`src/rtl/axi_lite_master_pkg.sv`:
```
// ============================================================================
// axi_lite_pkg : shared types and default widths for the AXI-lite master
// Revision: 1.0
// ============================================================================
`default_nettype none

package axi_lite_pkg;

  localparam int unsigned AXI_ADDR_W_DEF  = 32;
  localparam int unsigned AXI_DATA_W_DEF  = 32;
  localparam int unsigned AXI_TIMEOUT_DEF = 256;

  typedef enum logic [1:0] {
    OKAY   = 2'd0,
    EXOKAY = 2'd1,
    SLVERR = 2'd2,
    DECERR = 2'd3
  } axi_resp_e;

  typedef enum logic [2:0] {
    IDLE    = 3'd0,
    RD_ADDR = 3'd1,
    RD_DATA = 3'd2,
    WR_REQ  = 3'd3,
    WR_RESP = 3'd4,
    RSP     = 3'd5
  } mst_state_e;

endpackage

`default_nettype wire

```
`src/rtl/axi_lite_master_if.sv`:
```
// ============================================================================
// axi_lite_master_if : command/response port plus AXI-lite channels
// Revision: 1.0
// ============================================================================
`default_nettype none

interface axi_lite_master_if
  import axi_lite_pkg::*;
#(
  parameter int unsigned ADDR_W = AXI_ADDR_W_DEF,
  parameter int unsigned DATA_W = AXI_DATA_W_DEF
);

  logic                cmd_valid;
  logic                cmd_ready;
  logic                cmd_write;
  logic [ADDR_W-1:0]   cmd_addr;
  logic [DATA_W-1:0]   cmd_wdata;
  logic [DATA_W/8-1:0] cmd_wstrb;

  logic                rsp_valid;
  logic                rsp_ready;
  logic                rsp_write;
  logic [DATA_W-1:0]   rsp_rdata;
  logic [1:0]          rsp_resp;

  logic                awvalid;
  logic                awready;
  logic [ADDR_W-1:0]   aw_addr;
  logic                wvalid;
  logic                wready;
  logic [DATA_W-1:0]   w_data;
  logic [DATA_W/8-1:0] w_strb;
  logic                bvalid;
  logic                bready;
  logic [1:0]          b_resp;
  logic                arvalid;
  logic                arready;
  logic [ADDR_W-1:0]   ar_addr;
  logic                rvalid;
  logic                rready;
  logic [DATA_W-1:0]   r_data;
  logic [1:0]          r_resp;

  // Bridge-side view: sink on the command port, master on the AXI channels
  modport master (
    input  cmd_valid, cmd_write, cmd_addr, cmd_wdata, cmd_wstrb, rsp_ready,
           awready, wready, bvalid, b_resp, arready, rvalid, r_data, r_resp,
    output cmd_ready, rsp_valid, rsp_write, rsp_rdata, rsp_resp,
           awvalid, aw_addr, wvalid, w_data, w_strb, bready,
           arvalid, ar_addr, rready
  );

  modport slave (
    output cmd_valid, cmd_write, cmd_addr, cmd_wdata, cmd_wstrb, rsp_ready,
           awready, wready, bvalid, b_resp, arready, rvalid, r_data, r_resp,
    input  cmd_ready, rsp_valid, rsp_write, rsp_rdata, rsp_resp,
           awvalid, aw_addr, wvalid, w_data, w_strb, bready,
           arvalid, ar_addr, rready
  );

endinterface

`default_nettype wire

```
`src/rtl/axi_lite_master_timeout_ctr.sv`:
```
// ============================================================================
// axi_lite_timeout_ctr : busy-cycle watchdog, flags the TIMEOUT_CYCLES-th cycle
// Revision: 1.0
// ============================================================================
`default_nettype none

module axi_lite_timeout_ctr #(
  parameter int unsigned TIMEOUT_CYCLES = 256
) (
  input  logic clk,
  input  logic rst,
  input  logic start_i,
  input  logic run_i,
  output logic expire_o
);

  localparam int unsigned CNT_W = $clog2(TIMEOUT_CYCLES + 1);

  logic [CNT_W-1:0] cnt_q;
  logic [CNT_W-1:0] cnt_d;

  // Count holds the number of busy cycles already elapsed before this one
  assign expire_o = run_i && (cnt_q == CNT_W'(TIMEOUT_CYCLES - 1));

  always_comb begin
    cnt_d = cnt_q;
    if (start_i) begin
      cnt_d = '0;
    end else if (run_i && !expire_o) begin
      cnt_d = cnt_q + 1'b1;
    end
  end

  always_ff @(posedge clk) begin
    if (rst) begin
      cnt_q <= '0;
    end else begin
      cnt_q <= cnt_d;
    end
  end

endmodule

`default_nettype wire

```
`src/rtl/axi_lite_master.sv`:
```
// ============================================================================
// axi_lite_master : single-outstanding command-to-AXI-lite bridge
// Optional watchdog enabled by defining AXI_MASTER_TIMEOUT_EN.
// Revision: 1.0
// ============================================================================
`default_nettype none

module axi_lite_master
  import axi_lite_pkg::*;
#(
  parameter int unsigned ADDR_W         = AXI_ADDR_W_DEF,
  parameter int unsigned DATA_W         = AXI_DATA_W_DEF,
  parameter int unsigned TIMEOUT_CYCLES = AXI_TIMEOUT_DEF
) (
  input  logic             clk,
  input  logic             rst,
  axi_lite_master_if.master bus
);

  mst_state_e          state_q, state_d;
  logic [ADDR_W-1:0]   addr_q, addr_d;
  logic [DATA_W-1:0]   wdata_q, wdata_d;
  logic [DATA_W/8-1:0] wstrb_q, wstrb_d;
  logic                write_q, write_d;
  logic                aw_done_q, aw_done_d;
  logic                w_done_q, w_done_d;
  logic                arvalid_q, arvalid_d;
  logic                rready_q, rready_d;
  logic                awvalid_q, awvalid_d;
  logic                wvalid_q, wvalid_d;
  logic                bready_q, bready_d;
  logic                rsp_valid_q, rsp_valid_d;
  logic                rsp_write_q, rsp_write_d;
  logic [DATA_W-1:0]   rsp_rdata_q, rsp_rdata_d;
  axi_resp_e           rsp_resp_q, rsp_resp_d;

  logic cmd_hs;
  logic timeout;

  assign cmd_hs = (state_q == IDLE) && bus.cmd_valid;

`ifdef AXI_MASTER_TIMEOUT_EN
  logic busy;
  assign busy = (state_q != IDLE) && (state_q != RSP);

  axi_lite_timeout_ctr #(
    .TIMEOUT_CYCLES (TIMEOUT_CYCLES)
  ) u_timeout (
    .clk      (clk),
    .rst      (rst),
    .start_i  (cmd_hs),
    .run_i    (busy),
    .expire_o (timeout)
  );
`else
  logic unused_timeout_cfg;
  assign unused_timeout_cfg = (TIMEOUT_CYCLES != 0);
  assign timeout            = 1'b0;
`endif

  always_comb begin
    state_d     = state_q;
    addr_d      = addr_q;
    wdata_d     = wdata_q;
    wstrb_d     = wstrb_q;
    write_d     = write_q;
    aw_done_d   = aw_done_q;
    w_done_d    = w_done_q;
    rsp_write_d = rsp_write_q;
    rsp_rdata_d = rsp_rdata_q;
    rsp_resp_d  = rsp_resp_q;

    case (state_q)
      IDLE: begin
        if (cmd_hs) begin
          addr_d    = bus.cmd_addr;
          wdata_d   = bus.cmd_wdata;
          wstrb_d   = bus.cmd_wstrb;
          write_d   = bus.cmd_write;
          aw_done_d = 1'b0;
          w_done_d  = 1'b0;
          state_d   = bus.cmd_write ? WR_REQ : RD_ADDR;
        end
      end
      RD_ADDR: begin
        if (bus.arready) state_d = RD_DATA;
      end
      RD_DATA: begin
        if (bus.rvalid) begin
          rsp_rdata_d = bus.r_data;
          rsp_resp_d  = axi_resp_e'(bus.r_resp);
          rsp_write_d = 1'b0;
          state_d     = RSP;
        end
      end
      WR_REQ: begin
        // AW and W complete independently, possibly in the same cycle
        if (bus.awready) aw_done_d = 1'b1;
        if (bus.wready)  w_done_d  = 1'b1;
        if (aw_done_d && w_done_d) state_d = WR_RESP;
      end
      WR_RESP: begin
        if (bus.bvalid) begin
          rsp_rdata_d = '0;
          rsp_resp_d  = axi_resp_e'(bus.b_resp);
          rsp_write_d = 1'b1;
          state_d     = RSP;
        end
      end
      RSP: begin
        if (bus.rsp_ready) state_d = IDLE;
      end
      default: state_d = IDLE;
    endcase

    if (timeout) begin
      rsp_rdata_d = '0;
      rsp_resp_d  = SLVERR;
      rsp_write_d = write_q;
      state_d     = RSP;
    end

    arvalid_d   = (state_d == RD_ADDR);
    rready_d    = (state_d == RD_DATA);
    awvalid_d   = (state_d == WR_REQ) && !aw_done_d;
    wvalid_d    = (state_d == WR_REQ) && !w_done_d;
    bready_d    = (state_d == WR_RESP);
    rsp_valid_d = (state_d == RSP);
  end

  always_ff @(posedge clk) begin
    if (rst) begin
      state_q     <= IDLE;
      addr_q      <= '0;
      wdata_q     <= '0;
      wstrb_q     <= '0;
      write_q     <= 1'b0;
      aw_done_q   <= 1'b0;
      w_done_q    <= 1'b0;
      arvalid_q   <= 1'b0;
      rready_q    <= 1'b0;
      awvalid_q   <= 1'b0;
      wvalid_q    <= 1'b0;
      bready_q    <= 1'b0;
      rsp_valid_q <= 1'b0;
      rsp_write_q <= 1'b0;
      rsp_rdata_q <= '0;
      rsp_resp_q  <= OKAY;
    end else begin
      state_q     <= state_d;
      addr_q      <= addr_d;
      wdata_q     <= wdata_d;
      wstrb_q     <= wstrb_d;
      write_q     <= write_d;
      aw_done_q   <= aw_done_d;
      w_done_q    <= w_done_d;
      arvalid_q   <= arvalid_d;
      rready_q    <= rready_d;
      awvalid_q   <= awvalid_d;
      wvalid_q    <= wvalid_d;
      bready_q    <= bready_d;
      rsp_valid_q <= rsp_valid_d;
      rsp_write_q <= rsp_write_d;
      rsp_rdata_q <= rsp_rdata_d;
      rsp_resp_q  <= rsp_resp_d;
    end
  end

  assign bus.cmd_ready = (state_q == IDLE);
  assign bus.rsp_valid = rsp_valid_q;
  assign bus.rsp_write = rsp_write_q;
  assign bus.rsp_rdata = rsp_rdata_q;
  assign bus.rsp_resp  = rsp_resp_q;
  assign bus.arvalid   = arvalid_q;
  assign bus.ar_addr   = addr_q;
  assign bus.rready    = rready_q;
  assign bus.awvalid   = awvalid_q;
  assign bus.aw_addr   = addr_q;
  assign bus.wvalid    = wvalid_q;
  assign bus.w_data    = wdata_q;
  assign bus.w_strb    = wstrb_q;
  assign bus.bready    = bready_q;

endmodule

`default_nettype wire

```
`src/flat_wrapper.sv`:
```
// flat-port wrapper written by rule: the top's interface ports become plain ports
module axi_lite_master_flat import axi_lite_pkg::*;
#(
  parameter int unsigned ADDR_W         = AXI_ADDR_W_DEF,
  parameter int unsigned DATA_W         = AXI_DATA_W_DEF,
  parameter int unsigned TIMEOUT_CYCLES = AXI_TIMEOUT_DEF
)
  (clk, rst, bus_cmd_valid, bus_cmd_write, bus_cmd_addr, bus_cmd_wdata, bus_cmd_wstrb, bus_rsp_ready, bus_awready, bus_wready, bus_bvalid, bus_b_resp, bus_arready, bus_rvalid, bus_r_data, bus_r_resp, bus_cmd_ready, bus_rsp_valid, bus_rsp_write, bus_rsp_rdata, bus_rsp_resp, bus_awvalid, bus_aw_addr, bus_wvalid, bus_w_data, bus_w_strb, bus_bready, bus_arvalid, bus_ar_addr, bus_rready);
  axi_lite_master_if #(.ADDR_W(ADDR_W), .DATA_W(DATA_W)) bus_i ();
  input  logic clk;
  input  logic rst;
  input wire logic [$bits(bus_i.cmd_valid)-1:0] bus_cmd_valid;
  input wire logic [$bits(bus_i.cmd_write)-1:0] bus_cmd_write;
  input wire logic [$bits(bus_i.cmd_addr)-1:0] bus_cmd_addr;
  input wire logic [$bits(bus_i.cmd_wdata)-1:0] bus_cmd_wdata;
  input wire logic [$bits(bus_i.cmd_wstrb)-1:0] bus_cmd_wstrb;
  input wire logic [$bits(bus_i.rsp_ready)-1:0] bus_rsp_ready;
  input wire logic [$bits(bus_i.awready)-1:0] bus_awready;
  input wire logic [$bits(bus_i.wready)-1:0] bus_wready;
  input wire logic [$bits(bus_i.bvalid)-1:0] bus_bvalid;
  input wire logic [$bits(bus_i.b_resp)-1:0] bus_b_resp;
  input wire logic [$bits(bus_i.arready)-1:0] bus_arready;
  input wire logic [$bits(bus_i.rvalid)-1:0] bus_rvalid;
  input wire logic [$bits(bus_i.r_data)-1:0] bus_r_data;
  input wire logic [$bits(bus_i.r_resp)-1:0] bus_r_resp;
  output wire logic [$bits(bus_i.cmd_ready)-1:0] bus_cmd_ready;
  output wire logic [$bits(bus_i.rsp_valid)-1:0] bus_rsp_valid;
  output wire logic [$bits(bus_i.rsp_write)-1:0] bus_rsp_write;
  output wire logic [$bits(bus_i.rsp_rdata)-1:0] bus_rsp_rdata;
  output wire logic [$bits(bus_i.rsp_resp)-1:0] bus_rsp_resp;
  output wire logic [$bits(bus_i.awvalid)-1:0] bus_awvalid;
  output wire logic [$bits(bus_i.aw_addr)-1:0] bus_aw_addr;
  output wire logic [$bits(bus_i.wvalid)-1:0] bus_wvalid;
  output wire logic [$bits(bus_i.w_data)-1:0] bus_w_data;
  output wire logic [$bits(bus_i.w_strb)-1:0] bus_w_strb;
  output wire logic [$bits(bus_i.bready)-1:0] bus_bready;
  output wire logic [$bits(bus_i.arvalid)-1:0] bus_arvalid;
  output wire logic [$bits(bus_i.ar_addr)-1:0] bus_ar_addr;
  output wire logic [$bits(bus_i.rready)-1:0] bus_rready;
  assign bus_i.cmd_valid = bus_cmd_valid;
  assign bus_i.cmd_write = bus_cmd_write;
  assign bus_i.cmd_addr = bus_cmd_addr;
  assign bus_i.cmd_wdata = bus_cmd_wdata;
  assign bus_i.cmd_wstrb = bus_cmd_wstrb;
  assign bus_i.rsp_ready = bus_rsp_ready;
  assign bus_i.awready = bus_awready;
  assign bus_i.wready = bus_wready;
  assign bus_i.bvalid = bus_bvalid;
  assign bus_i.b_resp = bus_b_resp;
  assign bus_i.arready = bus_arready;
  assign bus_i.rvalid = bus_rvalid;
  assign bus_i.r_data = bus_r_data;
  assign bus_i.r_resp = bus_r_resp;
  assign bus_cmd_ready = bus_i.cmd_ready;
  assign bus_rsp_valid = bus_i.rsp_valid;
  assign bus_rsp_write = bus_i.rsp_write;
  assign bus_rsp_rdata = bus_i.rsp_rdata;
  assign bus_rsp_resp = bus_i.rsp_resp;
  assign bus_awvalid = bus_i.awvalid;
  assign bus_aw_addr = bus_i.aw_addr;
  assign bus_wvalid = bus_i.wvalid;
  assign bus_w_data = bus_i.w_data;
  assign bus_w_strb = bus_i.w_strb;
  assign bus_bready = bus_i.bready;
  assign bus_arvalid = bus_i.arvalid;
  assign bus_ar_addr = bus_i.ar_addr;
  assign bus_rready = bus_i.rready;
  axi_lite_master #(.ADDR_W(ADDR_W), .DATA_W(DATA_W), .TIMEOUT_CYCLES(TIMEOUT_CYCLES)) u_core (.clk(clk), .rst(rst), .bus(bus_i));
endmodule
```
`config.mk`:
```
export PLATFORM = sky130hd
export DESIGN_NAME = axi_lite_master_flat
export DESIGN_NICKNAME = d
export VERILOG_FILES = /design/src/rtl/axi_lite_master_pkg.sv /design/src/rtl/axi_lite_master_if.sv /design/src/rtl/axi_lite_master_timeout_ctr.sv /design/src/rtl/axi_lite_master.sv /design/src/flat_wrapper.sv
export SDC_FILE = /design/constraint.sdc
export NUM_CORES = 1
export LEC_CHECK = 0
export BUFFER_PORTS_ARGS = -buffer_cell sky130_fd_sc_hd__buf_2
export CORE_MARGIN = 10
export CORE_UTILIZATION = 48
export CTS_BUF_LIST = sky130_fd_sc_hd__clkbuf_4 sky130_fd_sc_hd__clkbuf_8
export CTS_CLUSTER_SIZE = 24
export DETAILED_ROUTE_END_ITERATION = 8
export HOLD_SLACK_MARGIN = 0.1
export MAX_ROUTING_LAYER = met4
export PLACE_DENSITY = 0.87
export SYNTH_ARGS = -nofsm -noshare
export SYNTH_HDL_FRONTEND = slang
export SYNTH_HIERARCHICAL = 1
export SYNTH_SLANG_ARGS = --single-unit
export TNS_END_PERCENT = 5
```
`constraint.sdc`:
```
create_clock -name clk -period 4.8 [get_ports clk]
set_clock_uncertainty 0.15 [all_clocks]
set_input_delay 0.48 -clock clk [delete_from_list [all_inputs] [get_ports clk]]
set_output_delay 0.48 -clock clk [all_outputs]
set_load 0.005 [all_outputs]
```
# Yosys cells after proc, flatten, opt, wreduce, memory -nomap -nowiden
# Index checks and enable logic that the tools add are counted.
[word_totals]
ram_bits = 0
out_inout_bits = 142
latchBits = 0
rom_bits = 0
inputBits = 114
register_bits = 114
elab_cells = 62
mem_count = 0
[op_classes]
addsub = 0
eq_ne = 12
multipliers = 0
n_shift = 0
n_reduce_logical = 10
n_lt_le_gt_ge = 0
n_bitwise = 0
muxes = 25
div = 0
[ops]
columns = ["operator", "n"]
rows = [
  ["$mux W32", 2],
  ["$pmux W32 S2", 1],
  ["$mux W3", 6],
  ["$pmux W3 S6", 1],
  ["$eq A3 B2 Y1 const B", 4],
  ["$eq A3 B3 Y1 const B", 4],
  ["$mux W1", 8],
  ["$eq A3 B1 Y1 const B", 2],
  ["$mux W2", 3],
  ["$pmux W1 S2", 3],
  ["$logic_and A1 B1 Y1", 4],
  ["$ne A2 B2 Y1 const B", 2],
  ["$pmux W2 S2", 1],
  ["$logic_not A3 Y1", 1],
  ["$reduce_and A3 Y1", 1],
  ["$logic_not A1 Y1", 2],
  ["$reduce_and A2 Y1", 1],
  ["$reduce_bool A2 Y1", 1],
]

# Logic depth before layout (Yosys ltp)
[depth]
ltp_word = 7
ltp_mapped = 8
mapped_depth_nobuf = 4

# Worst setup path after synthesis
# No wires, ideal clock.
[synth_path]
path_type = "input to register"
start = "input bus_rvalid"
end = "register u_core.arvalid_q (netlist: u_core/bus.arvalid)"
t_arrival_ns = 1.445
cell_stages = 5
required_time_ns = 4.533
path_buffers = 1
setup_time_ns = 0.117
setup_slack_ns = 3.088
path_cell_list = "nor4bb_1 -> buf_2 -> a31oi_4 -> o311a_2 -> and4bb_1"
[synth_via]
elab_chain_cells = 3
[synth_rtl]
columns = ["element", "line", "source"]
rows = [
  ["from (decl)", "flat_wrapper.sv:23", "input wire logic [$bits(bus_i.rvalid)-1:0] bus_rvalid;"],
  ["$mux W3", "axi_lite_master.sv:89", "if (bus.rvalid) begin"],
  ["$pmux W3 S6", "axi_lite_master.sv:73", "case (state_q)"],
  ["$eq A3 B1 Y1", "axi_lite_master.sv:123", "arvalid_d = (state_d == RD_ADDR);"],
  ["to (signal assigned)", "axi_lite_master.sv:157", "arvalid_q <= arvalid_d;"],
  ["to (decl)", "axi_lite_master.sv:27", "logic arvalid_q, arvalid_d;"],
]
# No other way between the ends.
# A chain may end at the register's enable or synchronous reset.

# Worst setup path after layout
[layout_path]
start = "register u_core.state_q[2]"
end = "register u_core.awvalid_q (netlist: u_core/bus.awvalid)"
[layout_via]
elab_chain_cells = 6
word_cells_on_any_way = 19
cone_classes = "eq/ne (6); mux (9); reduce/logical (4)"
[layout_rtl]
columns = ["element", "line", "source"]
rows = [
  ["from (decl)", "axi_lite_master.sv:20", "mst_state_e state_q, state_d;"],
  ["from (signal assigned)", "axi_lite_master.sv:150", "state_q <= state_d;"],
  ["$logic_not A3 Y1", "axi_lite_master.sv:40, axi_lite_master.sv:73", ""],
  ["$logic_and A1 B1 Y1", "axi_lite_master.sv:40", "assign cmd_hs = (state_q == IDLE) && bus.cmd_valid;"],
  ["$mux W3 or $mux W1 (tied branches)", "axi_lite_master.sv:75", "if (cmd_hs) begin"],
  ["$pmux W3 S6 or $pmux W1 S2 (tied branches)", "axi_lite_master.sv:73", ""],
  ["$eq A3 B2 Y1 or $logic_not A1 Y1 (tied branches)", "axi_lite_master.sv:125", "awvalid_d = (state_d == WR_REQ) && !aw_done_d;"],
  ["$logic_and A1 B1 Y1 *", "axi_lite_master.sv:125", ""],
  ["to (signal assigned)", "axi_lite_master.sv:159", "awvalid_q <= awvalid_d;"],
  ["to (decl)", "axi_lite_master.sv:29", "logic awvalid_q, awvalid_d;"],
]
# Every way passes the cells marked *; elsewhere a longest branch is shown, timed or not.

==> metrics <==
post-route insts no fill=829; Setup Buffers After CTS=0; chip width=approximately 110 um; Final nets=822; HP Start=bus_cmd_addr[26]; Sink Count=around 110; uppermost layer routed=met4; layout cells sized above 1=0.415; Crit path required time=4.96 ns; vias in the first global route=~4100; fin area=~5700 sq um; Placed Instances=797; worst path buffer plus inverter count=0; Die Footprint=approximately 13000 sq um; Final Cycle Share=0.543; DRC viols=0; number of max-cap violations=0; clk root buf=clkbuf_8; crit-path cells=nor2b_1, and2_2, a221oi_4, nor4b_2; fin crit period=~2.6 ns; Die H=between 100 and 150 um; Worst-Skew Late Latency=between 0.4 and 0.5 ns; Area growth syn-to-layout=33.1%; TritonCTS clock tree=done; Mapped Area=4300 sq um; DR iter-0 viols=approximately 300; Worst Hold Depth=3; Post-synth EDFFs=0; Initial Utilization=0.493; static leakage=around 2.8 nW; Total Power=0.00250 W; Placeable Area=just under 9000 sq um; Post-CTS Hold Buffers=0; FF-to-FF setup slack=approximately 2.2 ns; Synth Area per Inst=around 8.5 sq um; WL per Instance=16.4 um; largest net degree at the start of global routing=between 100 and 150; final setup vio count=0; Post-Synthesis Cells=approximately 500; Seq cells post-synth=about 110; Max VDD drop=approximately 0.22 mV; outcome=finished, final reports clean; Worst path max stage delay=between 0.9 and 1 ns; Worst Setup End Kind=register; Critical Path Slowest Stage Cell=and2_2; Cell Pwr Density=437 nW/um^2; most frequent cells in the layout=buf_2, nand2_1, dfxtp_1; CTS max path bufs=2; GR Overflow Total=0; Crit path arrival time=2.77 ns; Synth cell types=35; CP top delay family=simple AND/OR/NAND/NOR gates; Register Area=roughly 2300 sq um; IO Count=~260; area of the multi-input gates=1600 sq um; Worst-Margin Slew=1.26 ns; crit path kind=reg -> reg; CP startpoint kind=register; Final Wtd Congestion=0.806; Worst-path clk slew=about 0.080 ns; Post-synth ARST share=0; H-tree Lvls=4; sink of the worst hold path=u_core/bus.ar_addr[26]; sequential element share of the synthesized area=0.531; R2R Path End=u_core/bus.awvalid; Area after DPL=~5300 sq um; commonest non-fill, non-tap cell in the layout=buf_2; Post-DP HPWL=slightly above 10000 um; Final Hold Fails=0; fill cell count=roughly 750; initial antenna violation count=0; Num CTS Buffers=17; RSZ-0062 raised after global routing=no; Final Max Tran Viols=0; Max transition margin=0.156; R2R cell count=4; antenna cells=0; YS warnings=6; Worst Path Max Fanout=slightly below 70; via count=approximately 4100; Total GRT Usage=0.199; WL met1=between 4000 and 5000 um; first-pass GRT wire length=~21000 um; Routed WL=approximately 14000 um; Main synth FF type=dfxtp_1; DR vias/cell=around 5.0; Syn Nets=617; max frequency=about 380 MHz; I/O Buffers=~260; WL met2=7020 um; num rows=34; worst flop-to-flop path startpoint=u_core/state_q[2]; PostCTS Resize Cnt=0; Post-DRT Antenna Nets=0; Hold Path Class=in -> reg; Pre-Repair DR Iteration Count=4; setup TNS=0 ns; metal3 WL=approximately 1300 um; fin util=0.656
==> cell families (layout without fill, tap and decap cells) <==
kind of cell           Yosys count  after routing  share of synthesized area
buffers and inverters           72            290                      0.101
flip-flops                     114            114                      0.531
multiplexers                     2              2                    0.00466
AO/OA/AOI/OAI                  116            116                      0.169
AND/OR/NAND/NOR                199            199                      0.194
==> stage by stage <==
stage | hold slack, ns | setup WS [ns]
2_1_floorplan | 0.298 | 3.09
3_3_place_gp | 0.287 | 2.31
3_5_place_dp | 0.291 | 2.20
4_1_cts | 0.130 | 2.19
5_1_grt | 0.135 | 1.94
6_report | 0.150 | 2.20
==> synthesized netlist by cell type, types with 15 or more instances <==
master | count | area [sq um]
a21oi_1 | 71 | 355
a22oi_1 | 34 | 255
buf_2 | 15 | 75.1
buf_4 | 37 | 278
clkbuf_1 | 17 | 63.8
dfxtp_1 | 114 | 2280
nand2_1 | 142 | 533
nor2_1 | 38 | 143
==> area by class of cell <==
class | count | area share
well taps | 108 | 0.0236
clock buffers | 19 | 0.0457
clock inverters | 13 | 0.0262
multi-input cells | 317 | 0.280
repair buffers | 256 | 0.225
inverters | 2 | 0.00131
flip-flops and latches | 114 | 0.399
==> worst max-delay path by stage <==
stage,start,slack (ns),end,cells after the start
after floorplan,bus_rvalid,3.09,u_core/bus.arvalid,5
after global placement,bus_cmd_valid,2.31,u_core/bus.arvalid,5
after detailed placement,bus_cmd_valid,2.20,u_core/bus.awvalid,5
after CTS,u_core/state_q[2],2.19,u_core/bus.awvalid,4
after global routing,u_core/state_q[2],1.94,u_core/bus.awvalid,4
final,u_core/state_q[2],2.20,u_core/bus.awvalid,4
==> tightest hold or removal path, cell delays in order <==
cell     delay [ns]
buf_2          0.09
nand2_1        0.04
a21oi_1        0.05
==> sequential cells by signal (all words and copies together), names as in the netlist, 2 cells and up <==
register,flops
u_core/bus.rsp_rdata,32
u_core/bus.w_strb,4
u_core/bus.ar_addr,32
u_core/bus.w_data,32
u_core/bus.rsp_resp,2
u_core/state_q,3
==> routing by layer <==
layer | vias up | global-route usage
met4 | 0 | 0.0643
met3 | 22 | 0.0875
met5 | - | -
met1 | 1872 | 0.201
li1 | 2043 | -
met2 | 176 | 0.339
==> power by group <==
part           total (W)  internal, W  switching (W)
Combinational   0.000485     0.000207       0.000278
Sequential       0.00110      0.00104      0.0000644
Clock           0.000910     0.000498       0.000412
Total            0.00250      0.00174       0.000755
No activity file was read; power rests on OpenSTA's default activity.
